### src/rtl/hazard5_instr_decompressor_pkg.sv
// RV32I opcode constants and instruction-format assembly helpers used when
// expanding RV32C encodings into full-width instructions.
package hazard5_instr_decompressor_pkg;

  typedef enum logic [6:0] {
    OpLoad   = 7'b0000011,
    OpImm    = 7'b0010011,
    OpStore  = 7'b0100011,
    OpReg    = 7'b0110011,
    OpLui    = 7'b0110111,
    OpBranch = 7'b1100011,
    OpJalr   = 7'b1100111,
    OpJal    = 7'b1101111,
    OpSystem = 7'b1110011
  } rv_opcode_e;

  localparam logic [4:0] RegZero = 5'd0;
  localparam logic [4:0] RegRa   = 5'd1;
  localparam logic [4:0] RegSp   = 5'd2;

  function automatic logic [31:0] enc_i(logic [11:0] imm, logic [4:0] rs1, logic [2:0] f3,
                                        logic [4:0] rd, rv_opcode_e op);
    return {imm, rs1, f3, rd, op};
  endfunction

  function automatic logic [31:0] enc_s(logic [11:0] imm, logic [4:0] rs2, logic [4:0] rs1,
                                        logic [2:0] f3, rv_opcode_e op);
    return {imm[11:5], rs2, rs1, f3, imm[4:0], op};
  endfunction

  // Branch and jump offsets are byte offsets; bit 0 is implicitly zero.
  function automatic logic [31:0] enc_b(logic [12:1] imm, logic [4:0] rs2, logic [4:0] rs1,
                                        logic [2:0] f3, rv_opcode_e op);
    return {imm[12], imm[10:5], rs2, rs1, f3, imm[4:1], imm[11], op};
  endfunction

  function automatic logic [31:0] enc_u(logic [19:0] imm, logic [4:0] rd, rv_opcode_e op);
    return {imm, rd, op};
  endfunction

  function automatic logic [31:0] enc_j(logic [20:1] imm, logic [4:0] rd, rv_opcode_e op);
    return {imm[20], imm[10:1], imm[11], imm[19:12], rd, op};
  endfunction

  function automatic logic [31:0] enc_r(logic [6:0] f7, logic [4:0] rs2, logic [4:0] rs1,
                                        logic [2:0] f3, logic [4:0] rd, rv_opcode_e op);
    return {f7, rs2, rs1, f3, rd, op};
  endfunction

endpackage

### src/rtl/hazard5_instr_decompressor_if.sv
// Instruction bus between the decode stage (master) and the decompressor (slave).
interface hazard5_instr_decompressor_if;
  logic [31:0] instr_in;
  logic        instr_is_32bit;
  logic [31:0] instr_out;
  logic        invalid;

  modport master (output instr_in, input instr_is_32bit, input instr_out, input invalid);
  modport slave  (input instr_in, output instr_is_32bit, output instr_out, output invalid);
endinterface

### src/rtl/hazard5_instr_decompressor.sv
// Combinational RV32C expander: classifies the instruction width and rewrites
// 16-bit encodings into their RV32I equivalents, flagging reserved forms.
module hazard5_instr_decompressor
  import hazard5_instr_decompressor_pkg::*;
#(
  parameter bit PASSTHROUGH = 1'b0
) (
  input logic                          clk,
  input logic                          rst,
  hazard5_instr_decompressor_if.slave  bus
);

  // The block is stateless; clock and reset exist only for port uniformity.
  logic unused_clk_rst;
  assign unused_clk_rst = clk ^ rst;

  logic [15:0] c;
  logic [4:0]  rd, rs2, rs1p, rs2p;
  logic [11:0] imm_ci, imm_addi4spn, imm_lw, imm_addi16sp, imm_lwsp, imm_swsp;
  logic [19:0] imm_lui;
  logic [20:1] imm_j;
  logic [12:1] imm_b;
  logic [31:0] expanded;
  logic        illegal;

  always_comb begin
    c    = bus.instr_in[15:0];
    rd   = c[11:7];
    rs2  = c[6:2];
    rs1p = {2'b01, c[9:7]};
    rs2p = {2'b01, c[4:2]};

    imm_ci       = {{6{c[12]}}, c[12], c[6:2]};
    imm_addi4spn = {2'b00, c[10:7], c[12:11], c[5], c[6], 2'b00};
    imm_lw       = {5'b0, c[5], c[12:10], c[6], 2'b00};
    imm_addi16sp = {{3{c[12]}}, c[4:3], c[5], c[2], c[6], 4'b0000};
    imm_lwsp     = {4'b0, c[3:2], c[12], c[6:4], 2'b00};
    imm_swsp     = {4'b0, c[8:7], c[12:9], 2'b00};
    imm_lui      = {{15{c[12]}}, c[6:2]};
    imm_j        = {{10{c[12]}}, c[8], c[10:9], c[6], c[7], c[2], c[11], c[5:3]};
    imm_b        = {{5{c[12]}}, c[6:5], c[2], c[11:10], c[4:3]};

    expanded = 32'h0;
    illegal  = 1'b0;

    casez ({c[15:13], c[1:0]})
      5'b000_00: begin
        illegal  = (imm_addi4spn == 12'h0);
        expanded = enc_i(imm_addi4spn, RegSp, 3'b000, rs2p, OpImm);
      end
      5'b010_00: expanded = enc_i(imm_lw, rs1p, 3'b010, rs2p, OpLoad);
      5'b110_00: expanded = enc_s(imm_lw, rs2p, rs1p, 3'b010, OpStore);
      5'b000_01: expanded = enc_i(imm_ci, rd, 3'b000, rd, OpImm);
      5'b001_01: expanded = enc_j(imm_j, RegRa, OpJal);
      5'b010_01: expanded = enc_i(imm_ci, RegZero, 3'b000, rd, OpImm);
      5'b011_01: begin
        // rd == x2 selects C.ADDI16SP; every other rd is C.LUI.
        if (rd == RegSp) begin
          illegal  = (imm_addi16sp == 12'h0);
          expanded = enc_i(imm_addi16sp, RegSp, 3'b000, RegSp, OpImm);
        end else begin
          illegal  = ({c[12], c[6:2]} == 6'h0);
          expanded = enc_u(imm_lui, rd, OpLui);
        end
      end
      5'b100_01: begin
        unique case (c[11:10])
          2'b00: begin
            illegal  = c[12];
            expanded = enc_i({7'b0000000, c[6:2]}, rs1p, 3'b101, rs1p, OpImm);
          end
          2'b01: begin
            illegal  = c[12];
            expanded = enc_i({7'b0100000, c[6:2]}, rs1p, 3'b101, rs1p, OpImm);
          end
          2'b10: expanded = enc_i(imm_ci, rs1p, 3'b111, rs1p, OpImm);
          default: begin
            illegal = c[12];
            unique case (c[6:5])
              2'b00:   expanded = enc_r(7'b0100000, rs2p, rs1p, 3'b000, rs1p, OpReg);
              2'b01:   expanded = enc_r(7'b0000000, rs2p, rs1p, 3'b100, rs1p, OpReg);
              2'b10:   expanded = enc_r(7'b0000000, rs2p, rs1p, 3'b110, rs1p, OpReg);
              default: expanded = enc_r(7'b0000000, rs2p, rs1p, 3'b111, rs1p, OpReg);
            endcase
          end
        endcase
      end
      5'b101_01: expanded = enc_j(imm_j, RegZero, OpJal);
      5'b110_01: expanded = enc_b(imm_b, RegZero, rs1p, 3'b000, OpBranch);
      5'b111_01: expanded = enc_b(imm_b, RegZero, rs1p, 3'b001, OpBranch);
      5'b000_10: begin
        illegal  = c[12];
        expanded = enc_i({7'b0000000, c[6:2]}, rd, 3'b001, rd, OpImm);
      end
      5'b010_10: begin
        illegal  = (rd == RegZero);
        expanded = enc_i(imm_lwsp, RegSp, 3'b010, rd, OpLoad);
      end
      5'b100_10: begin
        if (rs2 != RegZero) begin
          expanded = enc_r(7'b0000000, rs2, c[12] ? rd : RegZero, 3'b000, rd, OpReg);
        end else if (!c[12]) begin
          illegal  = (rd == RegZero);
          expanded = enc_i(12'h000, rd, 3'b000, RegZero, OpJalr);
        end else if (rd == RegZero) begin
          expanded = enc_i(12'h001, RegZero, 3'b000, RegZero, OpSystem);
        end else begin
          expanded = enc_i(12'h000, rd, 3'b000, RegRa, OpJalr);
        end
      end
      5'b110_10: expanded = enc_s(imm_swsp, rs2, RegSp, 3'b010, OpStore);
      // FP loads/stores, the reserved quadrant-0 slot and 32-bit encodings.
      default:   illegal = 1'b1;
    endcase
  end

  always_comb begin
    if (PASSTHROUGH) begin
      bus.instr_is_32bit = 1'b1;
      bus.instr_out      = bus.instr_in;
      bus.invalid        = 1'b0;
    end else begin
      bus.instr_is_32bit = (bus.instr_in[1:0] == 2'b11);
      if (bus.instr_is_32bit) begin
        bus.instr_out = bus.instr_in;
        bus.invalid   = 1'b0;
      end else begin
        bus.instr_out = illegal ? 32'h0 : expanded;
        bus.invalid   = illegal;
      end
    end
  end

endmodule

### src/flat_wrapper.sv
// flat-port wrapper written by rule: the top's interface ports become plain ports
module hazard5_instr_decompressor_flat import hazard5_instr_decompressor_pkg::*;
#(
  parameter bit PASSTHROUGH = 1'b0
)
  (clk, rst, bus_instr_in, bus_instr_is_32bit, bus_instr_out, bus_invalid);
  hazard5_instr_decompressor_if bus_i ();
  input logic clk;
  input logic rst;
  input wire logic [$bits(bus_i.instr_in)-1:0] bus_instr_in;
  output wire logic [$bits(bus_i.instr_is_32bit)-1:0] bus_instr_is_32bit;
  output wire logic [$bits(bus_i.instr_out)-1:0] bus_instr_out;
  output wire logic [$bits(bus_i.invalid)-1:0] bus_invalid;
  assign bus_i.instr_in = bus_instr_in;
  assign bus_instr_is_32bit = bus_i.instr_is_32bit;
  assign bus_instr_out = bus_i.instr_out;
  assign bus_invalid = bus_i.invalid;
  hazard5_instr_decompressor #(.PASSTHROUGH(PASSTHROUGH)) u_core (.clk(clk), .rst(rst), .bus(bus_i));
endmodule
### config.mk
export PLATFORM = sky130hd
export DESIGN_NAME = hazard5_instr_decompressor_flat
export DESIGN_NICKNAME = d
export VERILOG_FILES = /design/src/rtl/hazard5_instr_decompressor_pkg.sv /design/src/rtl/hazard5_instr_decompressor_if.sv /design/src/rtl/hazard5_instr_decompressor.sv /design/src/flat_wrapper.sv
export SDC_FILE = /design/constraint.sdc
export NUM_CORES = 1
export LEC_CHECK = 0
export ABC_AREA = 0
export CELL_PAD_IN_SITES_DETAIL_PLACEMENT = 1
export CELL_PAD_IN_SITES_GLOBAL_PLACEMENT = 2
export CORE_ASPECT_RATIO = 2
export CORE_UTILIZATION = 34
export DETAILED_ROUTE_END_ITERATION = 12
export DONT_BUFFER_PORTS = 1
export GPL_ROUTABILITY_DRIVEN = 0
export PLACE_DENSITY_LB_ADDON = 0.12
export SYNTH_ARGS = -nofsm -noshare
export SYNTH_HDL_FRONTEND = slang
export SYNTH_SLANG_ARGS = --single-unit
### constraint.sdc
create_clock -name vclk -period 3.1
set_input_delay 0.62 -clock vclk [all_inputs]
set_output_delay 0.62 -clock vclk [all_outputs]
set_load 0.1 [all_outputs]
* Word-level counts from Yosys, hierarchy flattened
Cells that the tools add are included.
** Word-level totals
- Flip-flop bits (word level) :: 0
- Bits of input ports :: 34
- Output and inout bits :: 34
- Word-level logic and storage cells :: 45
** Operators by class
- Equality and inequality tests :: 20
- Muxes and demuxes :: 16
- Reductions and logical operators :: 9
** Operators with widths (number)
- one-hot mux 32 bit (15 select lines) :: 1
- two-way mux 32 bit :: 3
- one-hot mux 32 bit (3 select lines) :: 1
- one-hot mux 31 bit (3 select lines) :: 1
- two-way mux 21 bit :: 2
- equality test 5 bit, second input constant :: 7
- two-way mux 29 bit :: 1
- equality test 5 x 4 -> 1 bit, second input constant :: 4
- zero test 8 bit :: 2
- equality test 5 x 2 -> 1 bit, second input constant :: 2
- zero test 5 bit :: 2
- OR reduction 9 bit :: 1
- one-hot mux 1 bit (7 select lines) :: 1
- equality test 2 bit, second input constant :: 3
- zero test 6 bit :: 1
- equality test 5 x 1 -> 1 bit, second input constant :: 1
- equality test 5 x 3 -> 1 bit, second input constant :: 1
- two-way mux 1 bit :: 5
- two-way mux 5 bit :: 1
- nonzero test 5 bit :: 1
- equality test 2 x 1 -> 1 bit, second input constant :: 2
- zero test 2 bit :: 2

* Longest topological paths before layout
Gate-level depths: netlist of the first run.
- Word-level depth :: 7
- Depth in mapped cells :: 8

* Least setup slack after synthesis of the first run
No wires, ideal clock.
- Kind :: input port to output port
- From :: input bus_instr_in[15]
- To :: output bus_instr_out[20]
- Data arrival time :: 4.084 ns
- Data required time :: 2.480 ns
- Setup slack :: -1.604 ns
- Stages on the path :: 6
- Cells stage by stage :: clkbuf_1 > or3b_2 > a2111oi_0 > buf_2 > a221oi_1 > o21ai_0
** Between the ends
- Cells in the longest elaborated chain, start to end :: 5
- Elaborated cells between the ends (all ways) :: 20
- Those cells by class :: eq/ne: 14; mux: 4; reduce/logical: 2
** Ends and longest elaborated chain
- from (decl) :: line flat_wrapper.sv:10 : input wire logic [$bits(bus_i.instr_in)-1:0] bus_instr_in;
- equality test 5 x 4 -> 1 bit (tied with other cells) :: line hazard5_instr_decompressor.sv:46 : casez ({c[15:13], c[1:0]})
- OR reduction 9 bit (no source line)
- one-hot mux 1 bit (7 select lines) :: line hazard5_instr_decompressor.sv:46
- two-way mux 32 bit * :: line hazard5_instr_decompressor.sv:128 : bus.instr_out = illegal ? 32'h0 : expanded;
- two-way mux 32 bit * :: line hazard5_instr_decompressor.sv:124 : if (bus.instr_is_32bit) begin
- to (decl) :: line flat_wrapper.sv:12 : output wire logic [$bits(bus_i.instr_out)-1:0] bus_instr_out;
Every way passes the cells marked *; elsewhere a longest branch is shown, timed or not.

* Final worst setup path of the first run
- From :: input bus_instr_in[5]
- To :: output bus_instr_out[1]
** Between the ends
- Cells in the longest elaborated chain, start to end :: 5
- Elaborated cells between the ends (all ways) :: 11
- Those cells by class :: mux: 7; reduce/logical: 4
** Ends and longest elaborated chain
- nonzero test 5 bit (tied with other cells) :: line hazard5_instr_decompressor.sv:100 : if (rs2 != RegZero) begin
- two-way mux 32 bit (tied with other cells) :: line hazard5_instr_decompressor.sv:100
- one-hot mux 32 bit (15 select lines) or one-hot mux 1 bit (7 select lines) (tied branches) :: line hazard5_instr_decompressor.sv:46
- two-way mux 32 bit * :: line hazard5_instr_decompressor.sv:128
- two-way mux 32 bit * :: line hazard5_instr_decompressor.sv:124
Marks and branches as above.

==> results of run 1 <==
-- layout by cell type, fill, tap and decap left out, types with 4 or more instances in the layout --
master / count
a211oi_1: 5
nand2_1: 39
nand3_1: 6
nor2b_1: 6
o21ai_0: 16
a22o_2: 4
buf_12: 29
nor2_1: 20
o21ai_4: 17
a21oi_1: 16
buf_4: 24
nand2b_1: 8
o31ai_1: 5
inv_1: 7
and2_1: 6
a22oi_1: 4
nor3_1: 4
-- report_power, final --
group	switching [mW]	total [mW]	leakage [nW]	internal (mW)
combinational	0.436	0.670	1.00	0.235
sequential	0	0	0	0
clock	0	0	0	0
-- repair_timing --
| action | 4_1_cts | 5_1_grt |
|---|---|---|
| gates resized for setup | 10 | 8 |
| endpoints found under the setup margin | 16 | 17 |
| cloned | 1 | 0 |
| buffers inserted | 3 | 1 |
| pin swaps | 4 | 6 |
-- per-stage QoR --
stage	hold WS, ps	instances
after floorplan	1520	274
after global placement	1460	352
after detailed placement	1460	352
after CTS	1460	356
after global routing	1460	357
final	1460	357
-- area by class of cell --
class | count | share of cell area, %
inverter | 7 | 0.940
timing repair buffer | 58 | 29.9
multi-input combinational | 237 | 66.7
tap | 55 | 2.46
-- layer usage --
| metal | routed length [um] | share of wire, % | global-route usage (%) | up-vias |
|---|---|---|---|---|
| met2 | 4580 | 52 | 63.1 | 129 |
| met4 | 523 | 5.9 | 19.7 | 0 |
| met3 | 586 | 6.6 | 3.64 | 35 |
| met1 | 3160 | 36 | 39.7 | 1168 |
| met5 | 0 | 0 | 0 | - |
| li1 | - | - | - | 1086 |
-- worst max-delay path, cell delays in order --
cell and delay (ps):
or4_4 570, nor4_4 250, buf_4 180, o311ai_4 160
nand2_4 200, buf_12 170, nand2b_1 100, buf_8 190
-- cell families after synthesis --
| family | after synthesis | share of synthesized area (%) |
|---|---|---|
| xor+xnor | 2 | 1.06 |
| simple gates | 119 | 37.8 |
| buf+inv | 37 | 10.3 |
| compound gates | 116 | 50.9 |
-- how the worst max path moves through the flow --
| stage | cells past startpoint | slack (ps) | end |
|---|---|---|---|
| after global placement | 6 | -8 | bus_instr_out[8] |
| final | 8 | 20 | bus_instr_out[1] |
| after CTS | 8 | -5 | bus_instr_out[7] |
| after global routing | 8 | -10 | bus_instr_out[1] |
| after floorplan | 7 | -90 | bus_instr_out[0] |
| after detailed placement | 8 | -70 | bus_instr_out[11] |
==> impl_summary.log, run 1 <==
[metrics] Final Power: 0.670 mW
[metrics] vias in the first global route: ~2,600
[metrics] startpoint of the tightest hold check path: bus_instr_in[13]
[metrics] result of the run: finished, final reports clean
[metrics] CP startpoint kind: input port
[metrics] total via count after detailed routing: 2,418
[metrics] I/O pin total: 68
[metrics] number of different library cells in the post-synthesis netlist: 58
[metrics] aggregate negative setup slack: 0 ps
[metrics] number of buffers inserted by port buffering: 0
[metrics] cell taking the most area after synthesis: nand2_1
[metrics] vertical die dimension: 100 um
[metrics] count of synthesis-stage warnings from yosys: 0
[metrics] initial standard-cell utilization of the core: 35.4%
[metrics] Period minus WS final: 3080 ps
[metrics] placed cell areas: 0.00264 mm2
[metrics] Util after Layout: 60.2%
[metrics] top-count cell post-synth: nand2_1
[metrics] Inserted Diodes: 0
[metrics] share of final-layout standard cells stronger than drive strength 1: 37.7%
[metrics] global-route wire length before repair: 13.7 mm
[metrics] VDD IR-drop max: about 170 uV
[metrics] most common library cells after synthesis: nand2_1, o21ai_0, nor2_1
[metrics] total routing usage reported by global routing: 35.6%
[metrics] total grt overflow: 0
[metrics] Synth-to-Final Area Change: 70.0%
[metrics] count of nets after finishing: 338
[metrics] Die Area: just over 0.005 mm2
[metrics] critical path start-end classification: in2out
[metrics] final hold vios: 0
[metrics] Antenna Nets Post-Route: 0
[metrics] Hold Crit Class: in2out
[metrics] P per Cell Area: 240 mW/mm2
[metrics] fill cell total of the finished layout: between 500 and 600
[metrics] number of nets in the synthesized netlist: 308
[metrics] top-area cell type share of the netlist area: under 10%
[metrics] Cell Area, Synth: 0.00165 mm2
[metrics] worst slack, placed: -65.2 ps
[metrics] flip-flop and latch count: 0
[metrics] post-synthesis instance total: between 200 and 300
[metrics] area used by sequential logic in the layout: 0 um2
[metrics] multi-input gate area in the final layout: around 0.0019 mm2
[metrics] leakage power: 1.00 nW
[metrics] arrival time worst endpoint: between 2000 and 2500 ps
[metrics] hold-fix buffer count after cts: 0
[metrics] CP required: 2480 ps
[metrics] cell types occupying the most area after synthesis: nand2_1, o21ai_0, nor2_1
[metrics] number of placement rows: 35
[metrics] Core Region: 0.00464 mm2
[metrics] peak fanout along the critical path: 9
[metrics] headroom to the max-slew limit: 46.6%
[metrics] cell depth of the worst hold path: 2
[metrics] clkbuf count: 0
[metrics] detailed-route wire length: between 8 and 9 mm
[metrics] DRT iter0 DRCs: 111
[metrics] RSZ-0062 raised after global routing: yes
[metrics] number of vias per cell after detailed routing: 6.77
[metrics] average wire per cell in the routed design: 24.8 um
[metrics] Setup crit start: bus_instr_in[5]
[metrics] Finish-stage setup viols: 0
[metrics] measured slew at the worst slew-check pin: approximately 780 ps
[metrics] die width: 51.2 um
[metrics] Detailed Place HPWL: roughly 6.5 mm
[metrics] final period utilization: 99.3%
[metrics] portion of the post-synthesis area used by sequential elements: 0%
[metrics] synthesized area per cell: 6.00 um2
[metrics] initial antenna violation count: 0
[metrics] cell area after layout: 0.00280 mm2
[metrics] Slew Viols, Final: 0
[metrics] DRC errors left: 0
[metrics] number of maximum-capacitance violations: 0
[metrics] Setup WS post-layout: 20.5 ps
[metrics] capture endpoint of the worst hold path: bus_instr_out[11]
[metrics] length of the first detailed-routing pass in iterations: 4
[metrics] maximum clock frequency: 325 MHz
[metrics] kind of capture point of the worst setup path: output port
[metrics] pin count of the biggest net entering global routing: 34
(Power assumes the default switching activity.)
==> run 2, diff against run 1 <==
SETUP_SLACK_MARGIN = 0.1   (was not set)
==> run 2 against run 1 <==
The run now ends with negative setup slack left; worst setup slack worse by 78 ps; total power increased by 1.6%; global-route usage rose by 2.5 points; flip-flop and latch count stayed put; non-clock buffer count down 3; maximum frequency decreased by 2.5%; sequential share of layout area is the same.
==> impl_summary.log, run 2 (same netlist as run 1, synthesis figures left out) <==
[metrics] result of the run: finished, violations left (was finished, final reports clean)
[metrics] failing checks: negative setup slack
[metrics] hold-fix buffer count after cts: 0 (unchanged)
[metrics] Core Region: 0.00464 mm2 (unchanged)
[metrics] Hold Crit Class: in2out (unchanged)
[metrics] total via count after detailed routing: 2,472 (was 2,418)
[metrics] number of buffers inserted by port buffering: 0 (unchanged)
[metrics] commonest non-fill, non-tap cell in the layout: nand2_1 (unchanged)
[metrics] P per Cell Area: 241 mW/mm2 (was 240 mW/mm2)
[metrics] vias in the first global route: 2,506 (was 2,552)
[metrics] final hold vios: 0 (unchanged)
[metrics] Inserted Diodes: 0 (unchanged)
[metrics] average wire per cell in the routed design: 27.3 um (was 24.8 um)
[metrics] die width: 51.2 um (unchanged)
[metrics] total grt overflow: 0 (unchanged)
[metrics] VDD IR-drop max: 139 uV (was 173 uV)
[metrics] Die Area: 0.00514 mm2 (unchanged)
[metrics] clkbuf count: 0 (unchanged)
[metrics] met3 WL post-DR: 598 um (was 586 um)
[metrics] cell with the largest stage delay on the worst path: or4_4 (unchanged)
[metrics] routed length on met1: 3.24 mm (was 3.16 mm)
[metrics] Setup WS post-layout: -57.9 ps (was 20.5 ps)
[metrics] critical path start-end classification: in2out (unchanged)
[metrics] number of vias per cell after detailed routing: 6.98 (was 6.77)
[metrics] Detailed Place HPWL: 6.73 mm (was 6.54 mm)
[metrics] initial antenna violation count: 0 (unchanged)
[metrics] Period minus WS final: 3160 ps (was 3080 ps)
[metrics] maximum clock frequency: 317 MHz (was 325 MHz)
[metrics] CP required: 2480 ps (about the same)
[metrics] aggregate negative setup slack: -644 ps (was 0 ps)
[metrics] DR top layer: met4 (unchanged)
[metrics] Antenna Nets Post-Route: 0 (unchanged)
[metrics] Worst path most repeated cell: buf_12
[metrics] Synth-to-Final Area Change: 71.4% (was 70.0%)
[metrics] sequence of cells on the critical path: or4_4 -> nor4_4 -> buf_4 -> o311ai_4 -> nand2_4 -> buf_12 -> o22ai_4 -> buf_12 (was or4_4 -> nor4_4 -> buf_4 -> o311ai_4 -> nand2_4 -> buf_12 -> nand2b_1 -> buf_8)
[metrics] leakage power: 1.01 nW (was 1.00 nW)
[metrics] pin count of the biggest net entering global routing: 34 (unchanged)
[metrics] number of maximum-capacitance violations: 0 (unchanged)
[metrics] Finish-stage setup viols: 20 (was 0)
[metrics] detailed-route wire length: 9.65 mm (was 8.85 mm)
[metrics] measured slew at the worst slew-check pin: 654 ps (was 781 ps)
[metrics] Slew Viols, Final: 0 (unchanged)
[metrics] number of placement rows: 35 (unchanged)
[metrics] peak fanout along the critical path: 12 (was 9)
[metrics] commonest cells after routing, fill and taps aside: nand2_1, buf_12, buf_4, nor2_1, o21ai_4 (unchanged)
[metrics] final period utilization: 102% (was 99.3%)
[metrics] RSZ-0062 raised after global routing: yes (unchanged)
[metrics] Util after Layout: 60.8% (was 60.2%)
[metrics] Final Power: 0.681 mW (was 0.670 mW)
[metrics] area used by sequential logic in the layout: 0 um2 (unchanged)
[metrics] length of the first detailed-routing pass in iterations: 6 (was 4)
[metrics] headroom to the max-slew limit: 56.3% (was 46.6%)
[metrics] worst slack, placed: -129 ps (was -65.2 ps)
[metrics] kind of capture point of the worst setup path: output port (unchanged)
[metrics] vertical die dimension: 100 um (unchanged)
[metrics] final hold slack: 1460 ps (about the same)
[metrics] arrival time worst endpoint: 2540 ps (was 2460 ps)
[metrics] initial standard-cell utilization of the core: 35.4% (unchanged)
[metrics] crit-path max cell delay: 560 ps (was 570 ps)
[metrics] total routing usage reported by global routing: 38.0% (was 35.6%)
[metrics] share of final-layout standard cells stronger than drive strength 1: 38.8% (was 37.7%)
[metrics] flip-flop and latch count: 0 (unchanged)
[metrics] routed length on met2: 5.19 mm (was 4.58 mm)
[metrics] global-route wire length before repair: 14.4 mm (was 13.7 mm)
[metrics] CP startpoint kind: input port (unchanged)
[metrics] DRC errors left: 0 (unchanged)
[metrics] count of nets after finishing: 335 (was 338)
[metrics] DRT iter0 DRCs: 127 (was 111)
[metrics] I/O pin total: 68 (unchanged)
[run 2: worst max-delay path: cells and delay by family]
family	cells	cell delay, ps
buffers and inverters	3	570
and+or+nand+nor	3	1050
AOI/OAI and AO/OA	2	270
[run 2: per-layer routing]
metal / GRT usage [%] / vias up
met3: 3.18 / 39
met2: 71.5 / 151
li1: - / 1089
met4: 19.0 / 0
met1: 40.1 / 1193
met5: 0 / -
[run 2: repair_timing]
| action | CTS | global route |
|---|---|---|
| buffers inserted | 4 | 1 |
| gates resized for setup | 16 | 1 |
| pin swaps | 2 | 0 |
| setup endpoints to repair | 29 | 29 |
| cloned | 1 | 0 |
[run 2: report_power, final]
| part | switching [mW] | leakage (nW) | internal, mW |
|---|---|---|---|
| clock | 0 | 0 | 0 |
| combinational | 0.444 | 1.01 | 0.236 |
| sequential | 0 | 0 | 0 |
[run 2: cell type report]
class	instances	area, um2
Tap cell	55	68.8
Multi-Input combinational cell	237	1920
Fill cell	524	1820
Timing Repair Buffer	55	805
Inverter	7	26.3
[run 2: stage by stage]
| step | cells | cell area (um2) |
|---|---|---|
| finish | 354 | 2820 |
| detailed placement | 349 | 2680 |
| floorplan | 274 | 2070 |
| global placement | 349 | 2680 |
| global route | 354 | 2820 |
| CTS | 354 | 2840 |
[run 2: path summary, 6_finish.rpt]
| kind | to | cells past startpoint | startpoint |
|---|---|---|---|
| max | bus_instr_out[7] | 8 | bus_instr_in[2] |
| min | bus_instr_out[11] | 2 | bus_instr_in[13] |
==> run 3, diff against run 2 <==
CORE_UTILIZATION = 36   (was 34)
clock period = 3.8 ns   (was 3.1 ns; I/O delays follow)
==> run 3 against run 2 <==
The flow now finishes without violations; count of clock-buffer cells in the layout unchanged; core utilization down 8.0 points; via count down 5.9%; sequential share of layout area unchanged; non-clock buffer count down 10; flip-flop and latch count unchanged; highest routed layer unchanged.
==> impl_summary.log, run 3 (same netlist as run 1, synthesis figures left out) <==
[metrics] commonest non-fill, non-tap cell in the layout: nand2_1 (unchanged)
[metrics] global-route wire length before repair: 12.5 mm (was 14.4 mm)
[metrics] RSZ-0062 raised after global routing: no (was yes)
[metrics] DR top layer: met4 (unchanged)
[metrics] clkbuf count: 0 (unchanged)
[metrics] detailed-route wire length: 7.78 mm (was 9.65 mm)
[metrics] Hold Crit Class: in2out (unchanged)
[metrics] area used by sequential logic in the layout: 0 um2 (unchanged)
[metrics] routed length on met2: 4.10 mm (was 5.19 mm)
[metrics] vias in the first global route: 2,409 (was 2,506)
[metrics] number of vias per cell after detailed routing: 6.78 (was 6.98)
[metrics] final hold slack: 1800 ps (was 1460 ps)
[metrics] average wire per cell in the routed design: 22.7 um (was 27.3 um)
[metrics] Inserted Diodes: 0 (unchanged)
[metrics] Antenna Nets Post-Route: 0 (unchanged)
[metrics] initial standard-cell utilization of the core: 37.5% (was 35.4%)
[metrics] hold-fix buffer count after cts: 0 (unchanged)
[metrics] arrival time worst endpoint: 2860 ps (was 2540 ps)
[metrics] measured slew at the worst slew-check pin: 1180 ps (was 654 ps)
[metrics] CP required: 3040 ps (was 2480 ps)
[metrics] routed length on met1: 2.73 mm (was 3.24 mm)
[metrics] final instance count without filler cells: 343 (was 354)
[metrics] headroom to the max-slew limit: 19.0% (was 56.3%)
[metrics] Post CTS Setup Buffer Count: 0 (was 4)
[metrics] commonest cells after routing, fill and taps aside: nand2_1, buf_12, buf_4, nor2_1 (was nand2_1, buf_12, buf_4, nor2_1, o21ai_4)
[metrics] maximum clock frequency: 277 MHz
[metrics] end of the critical path: bus_instr_out[16] (was bus_instr_out[7])
[metrics] initial antenna violation count: 0 (unchanged)
[metrics] DRC errors left: 0 (unchanged)
[metrics] vertical die dimension: 97.6 um (was 100 um)
[metrics] DRT iter0 DRCs: 100 (was 127)
[metrics] total routing usage reported by global routing: 32.9% (was 38.0%)
[metrics] Period minus WS final: 3620 ps
[metrics] Setup crit start: bus_instr_in[5] (was bus_instr_in[2])
[metrics] Slew Viols, Final: 0 (unchanged)
[metrics] I/O pin total: 68 (unchanged)
[metrics] quantity of gates resized following cts: 0 (was 16)
[metrics] worst slack, placed: 254 ps (was -129 ps)
[metrics] cell count after placement: 343 (was 349)
[metrics] aggregate negative setup slack: 0 ps (was -644 ps)
[metrics] final period utilization: roughly 95%
[metrics] number of placement rows: 34 (was 35)
[metrics] cell depth of the worst hold path: 2 (unchanged)
[metrics] Die Area: 0.00486 mm2 (was 0.00514 mm2)
[metrics] kind of capture point of the worst setup path: output port (unchanged)
[metrics] critical path start-end classification: in2out (unchanged)
[metrics] result of the run: finished, final reports clean (was finished, violations left)
[metrics] pin count of the biggest net entering global routing: 34 (unchanged)
[metrics] met3 WL post-DR: 477 um (was 598 um)
[metrics] number of buffers inserted by port buffering: 0 (unchanged)
[metrics] CP startpoint kind: input port (unchanged)
[metrics] Core Region: 0.00438 mm2 (was 0.00464 mm2)
[metrics] share of final-layout standard cells stronger than drive strength 1: 28.7% (was 38.8%)
[metrics] P per Cell Area: 203 mW/mm2 (was 241 mW/mm2)
[metrics] Detailed Place HPWL: 5.99 mm (was 6.73 mm)
[metrics] flip-flop and latch count: 0 (unchanged)
[metrics] leakage power: 0.856 nW (was 1.01 nW)
[metrics] number of maximum-capacitance violations: 0 (unchanged)
[metrics] Synth-to-Final Area Change: 40.5% (was 71.4%)
[metrics] total via count after detailed routing: 2,326 (was 2,472)
[metrics] final hold vios: 0 (unchanged)
[metrics] length of the first detailed-routing pass in iterations: 6 (unchanged)
[metrics] Setup WS post-layout: 185 ps (was -57.9 ps)
[metrics] die width: 49.8 um (was 51.2 um)
[metrics] total grt overflow: 0 (unchanged)
[metrics] peak fanout along the critical path: 9 (was 12)
[metrics] VDD IR-drop max: 114 uV (was 139 uV)
[metrics] count of nets after finishing: 325 (was 335)
[metrics] Finish-stage setup viols: 0 (was 20)
[run 3: stage by stage]
step | util [%] | power (mW) | area [um2]
after floorplan | - | 0.360 | 1750
after global placement | 52.7 | 0.466 | 2310
after detailed placement | 52.7 | 0.470 | 2310
after CTS | 52.7 | 0.471 | 2310
after global routing | 52.7 | 0.488 | 2310
final | 52.7 | 0.470 | 2310
[run 3: power breakdown]
| group | leakage (nW) | internal (mW) | switching (mW) |
|---|---|---|---|
| sequential | 0 | 0 | 0 |
| clock | 0 | 0 | 0 |
| combinational | 0.856 | 0.151 | 0.320 |
[run 3: how the worst min path moves through the flow]
stage	endpoint	slack, ps	startpoint
after floorplan	bus_instr_out[24]	1800	bus_instr_in[24]
after global placement	bus_instr_out[11]	1790	bus_instr_in[13]
after detailed placement	bus_instr_out[11]	1790	bus_instr_in[13]
after CTS	bus_instr_out[11]	1790	bus_instr_in[13]
after global routing	bus_instr_out[11]	1790	bus_instr_in[13]
final	bus_instr_out[11]	1800	bus_instr_in[13]
[run 3: area by class of cell]
cell class / count / area, um2
fillers: 557 / 2070
multi-input cells: 237 / 1580
repair buffers: 45 / 638
well taps: 54 / 67.6
inverters: 7 / 26.3
[run 3: layer usage]
metal	vias up	global-route usage [%]
met1	1098	36.3
met5	-	0
li1	1066	-
met3	29	2.82
met2	133	59.3
met4	0	17.6
[run 3: worst max-delay path, stage by stage]
cell and delay [ps]:
or4_1 680, o221a_2 340, o22ai_1 330, a2111oi_0 310
o21ai_2 240, buf_12 190
